### config.mk
export PLATFORM = sky130hd
export DESIGN_NAME = instruction_memory
export DESIGN_NICKNAME = d
export VERILOG_FILES = /design/src/rtl/imem_pkg.sv /design/src/rtl/imem_boot_rom.sv /design/src/rtl/instruction_memory.sv
export SDC_FILE = /design/constraint.sdc
export NUM_CORES = 1
export LEC_CHECK = 0
export ABC_AREA = 1
export BUFFER_PORTS_ARGS = -buffer_cell sky130_fd_sc_hd__buf_2
export CAP_MARGIN = 20
export CELL_PAD_IN_SITES_DETAIL_PLACEMENT = 0
export CELL_PAD_IN_SITES_GLOBAL_PLACEMENT = 1
export CORE_ASPECT_RATIO = 1.4
export CORE_MARGIN = 2
export CORE_UTILIZATION = 18
export CTS_BUF_LIST = sky130_fd_sc_hd__clkbuf_4
export CTS_CLUSTER_SIZE = 14
export DETAILED_ROUTE_END_ITERATION = 16
export GPL_TIMING_DRIVEN = 0
export PLACE_DENSITY_LB_ADDON = 0.1
export SYNTH_ARGS = -nofsm -noshare
export SYNTH_HDL_FRONTEND = slang
export SYNTH_SLANG_ARGS = --single-unit
### constraint.sdc
create_clock -name clk -period 1.8 [get_ports clk]
set_clock_uncertainty 0.1 [all_clocks]
set_input_delay 0.36 -clock clk [delete_from_list [all_inputs] [get_ports clk]]
set_output_delay 0.36 -clock clk [all_outputs]
set_load 0.03 [all_outputs]
### src/rtl/imem_pkg.sv
// imem_pkg: shared constants, instruction type and boot program for the instruction memory
package imem_pkg;

    localparam int INSTR_W  = 32;
    localparam int BOOT_LEN = 5;

    typedef logic [INSTR_W-1:0] instr_t;

    localparam instr_t BOOT_PROG [BOOT_LEN] = '{
        32'h2008_0005,
        32'h2009_000A,
        32'h0109_5020,
        32'hAC0A_0000,
        32'h8C0B_0000
    };

endpackage

### src/rtl/imem_boot_rom.sv
// imem_boot_rom: combinational boot-program lookup by word index, zero beyond the program
module imem_boot_rom
    import imem_pkg::*;
#(
    parameter int IDX_W = 6
) (
    input  logic [IDX_W-1:0] idx,
    output instr_t           word
);

    // match the index against each boot slot; anything past the program reads as zero
    always_comb begin
        word = '0;
        for (int i = 0; i < BOOT_LEN; i++)
            if (idx == IDX_W'(i)) word = BOOT_PROG[i];
    end

endmodule

### src/rtl/instruction_memory.sv
// instruction_memory: word-organised instruction store with boot load and combinational fetch
// Optional macro IMEM_PROG_PORT_EN adds a single-word write port (prog_we/prog_addr/prog_data).
module instruction_memory
    import imem_pkg::*;
#(
    parameter int DEPTH  = 64,
    parameter int ADDR_W = 32,
    parameter int DATA_W = 32
) (
    input  logic              clk,
    input  logic              rst_n,
    input  logic              startin,
    input  logic [ADDR_W-1:0] address,
`ifdef IMEM_PROG_PORT_EN
    input  logic              prog_we,
    input  logic [ADDR_W-1:0] prog_addr,
    input  logic [DATA_W-1:0] prog_data,
`endif
    output logic [DATA_W-1:0] instruction
);

    localparam int IDX_W = (DEPTH > 1) ? $clog2(DEPTH) : 1;
    localparam int WI_W  = ADDR_W - 2;

    logic [WI_W-1:0] rd_idx;
    instr_t          words [DEPTH];
    logic            unused_lsbs;

    assign rd_idx = address[ADDR_W-1:2];

`ifdef IMEM_PROG_PORT_EN
    logic [WI_W-1:0] wr_idx;
    assign wr_idx      = prog_addr[ADDR_W-1:2];
    assign unused_lsbs = ^{address[1:0], prog_addr[1:0]};
`else
    assign unused_lsbs = ^address[1:0];
`endif

    for (genvar g = 0; g < DEPTH; g++) begin : g_word
        instr_t boot_w;
        instr_t word_q;

        imem_boot_rom #(.IDX_W(IDX_W)) u_rom (
            .idx  (IDX_W'(g)),
            .word (boot_w)
        );

        // each word clears on reset, takes its boot value on load, else holds (or takes a prog write)
        always_ff @(posedge clk or negedge rst_n) begin
            if (!rst_n)
                word_q <= '0;
            else if (startin)
                word_q <= boot_w;
`ifdef IMEM_PROG_PORT_EN
            else if (prog_we && wr_idx == WI_W'(g))
                word_q <= instr_t'(prog_data);
`endif
        end

        assign words[g] = word_q;
    end

    // fetch is stalled to NOP during load and returns NOP beyond the array (no wrap)
    always_comb
        instruction = (startin || rd_idx >= WI_W'(DEPTH)) ? '0 : DATA_W'(words[rd_idx[IDX_W-1:0]]);

endmodule

==> impl_metrics.ini <==
[logic_synthesis]
synthTopCellsByArea = buf_4 36%, nor2_1 14%, inv_1 12%, nand2_1 12%, dfrtp_1 4.8%
synthCells = 96
synth_most_common_cell = buf_4
async_reset_ff_share_pct = 100
yosys.area.top_type = buf_4
synth-edff-count = 0
synth_top_area_share_pct = 36.3
synth_warnings = 0
ys_seq_area_share_pct = 4.84
syn_area_per_cell_sq_um = 5.38
ys_ff_latch = 1
ys_top_cells_by_count = 25 x buf_4, 19 x nor2_1, 17 x inv_1, 17 x nand2_1, 5 x nand3_1
synth_cell_types = 15
yosys_most_used_dff = dfrtp_1
synth_area_sq_um = 517

[detailed_routing]
detail_route.first_pass.iterations = 2
wire_per_inst_um = 7.00
vias = 728
ant_nets = 0
drtIter0Drc = 5
drt_wl_total_mm = 1.44
drc = 0
via_per_inst = 3.55

[run_status]
status = finished, violations left
violations = setup timing

[placement]
place.gp.congestion = 0.725
place_hpwl_mm = 1.14
portBuffers = 47

[floorplanning]
pin_count = 67
initial_core_util_pct = 18.5
rows = 23
coreArea_sq_um = 2790
die_area_sq_um = 3320
die_h_um = 67.4
die_w_um = 49.3

[critical_path]
crit_chain = buf_2 -> inv_2 -> nand2_1 -> nor2_1 -> nand2_1 -> nor2_2 -> nand2_4 -> nor2_4 -> buf_6 -> buf_6
crit_slowest_cell = nor2_2
cp.required_ns = 1.34
worstSetupEndpointType = output pin
critPathMaxStageDelay_ns = 0.15
critPathMaxFanout = 7
criticalPathCategory = input port to output pin
cp.arrival_ns = 1.36
worstSetupStartpointType = input port

[sta]
rsz0062_at_grt = true
setup_viol = 7
setup_ws_ns = -0.0159
min_period_over_period_pct = 101
drv_slew = 0
fin_crit_ns = 1.82
hold_viol = 0
max_freq_ghz = 0.551

[finish]
regMostFlops = g_word.word_q
final_nets = 205
antenna_cells = 0
syn2layout_area_growth_pct = 118
drive_gt1_share_pct = 64.3
largest_reg_flops = 1
largestRegisters = g_word.word_q (1)
final_core_util_pct = 40.3

[hold_path]
hold_path_class = input port to asynchronous set/reset pin

[clock_tree]
path_clk_slew_ns = 0
clk_latency_ns = 0

[global_routing]
grt_pass1_wl_mm = 2.40
gr-usage-all-layers_pct = 8.65
antenna_found_initial = 0
grt_start_max_net_pins = 10
overflow = 0
grt_pass1_vias = 623

[power]
report.power.total_mw = 0.199
p_per_area_nw_per_um2 = 177
power_leakage_nw = 0.661
peakVddDrop_mv = 0.136

[flow_run]
max_cap_violations = 0
## through the flow
stage               std cells  setup WS, ns  hold WS [ns]  cell area (sq um)  TNS, ns
floorplan                 112        -0.156       -0.0356                582   -0.414
global placement          196       -0.0967        0.0344                863   -0.738
detailed placement        196        -0.106        0.0354                863   -0.843
CTS                       206       -0.0996        0.0354               1070   -0.865
global route              205       -0.0905        0.0416               1130   -0.783
finish                    205       -0.0159        0.0347               1130  -0.0679
## per-layer routing
| metal | vias to the layer above | global-route usage (%) | part of all wire (%) | routed length, um |
|---|---|---|---|---|
| met1 | 303 | 8.48 | 31 | 447 |
| met5 | - | 0 | 0 | 0 |
| li1 | 384 | - | - | - |
| met4 | 0 | 0 | 0 | 0 |
| met3 | 0 | 0.664 | 12 | 167 |
| met2 | 41 | 19.9 | 57 | 820 |
## layout make-up
| class | instances | area (sq um) |
|---|---|---|
| Fill cell | 326 | 1670 |
| Inverter | 19 | 73.8 |
| Buffer | 26 | 218 |
| Sequential cell | 1 | 25.0 |
| Timing Repair Buffer | 56 | 432 |
| Multi-Input combinational cell | 66 | 332 |
| Tap cell | 37 | 46.3 |
## repair_timing
action	CTS	global route
endpoints found under the setup margin	11	16
resized for setup	41	22
hold buffers	0	0
setup buffers	10	0
pin swaps	9	11
## path summary, 6_finish.rpt
| check | slack (ns) | from | depth (start not counted) | end |
|---|---|---|---|---|
| min reg2reg | 0.51 | g_word[4].word_q[16] | 3 | g_word[4].word_q[16] |
| max | -0.02 | address[27] | 10 | instruction[31] |
| min in group clk | 0.51 | g_word[4].word_q[16] | 3 | g_word[4].word_q[16] |
| max reg2reg | 0.96 | g_word[4].word_q[16] | 3 | g_word[4].word_q[16] |
| max in group asynchronous | 1.48 | rst_n | 1 | g_word[4].word_q[16] |
| min | 0.03 | rst_n | 1 | g_word[4].word_q[16] |
## cells in the final DEF, fill, tap and decap left out, types with 4 or more instances in the layout
cell / n
buf_4: 33
buf_6: 25
buf_2: 24
conb_1: 17
nand2_1: 14
nor2_1: 12
inv_2: 11
inv_1: 7
nand3_1: 5
nor2_2: 4
nor2_4: 4
## critical path, delay by kind of cell
family / cells / cell delay (ns)
and+or+nand+nor: 6 / 0.63
buffers and inverters: 4 / 0.36
## cells by family (layout without fill, tap and decap cells)
group / Yosys count / count (layout) / synth area share (%)
other: 1 / 17 / 0.726
and+or+nand+nor: 47 / 47 / 39.0
buffers and inverters: 45 / 101 / 52.3
DFF: 1 / 1 / 4.84
AOI/OAI and AO/OA: 2 / 2 / 3.15
## power breakdown
group	switching [mW]	internal, mW
Sequential	0	0.0229
Combinational	0.0897	0.0864
Clock	0	0
Total	0.0897	0.109
Note: power is estimated with default switching activity, not from simulation.
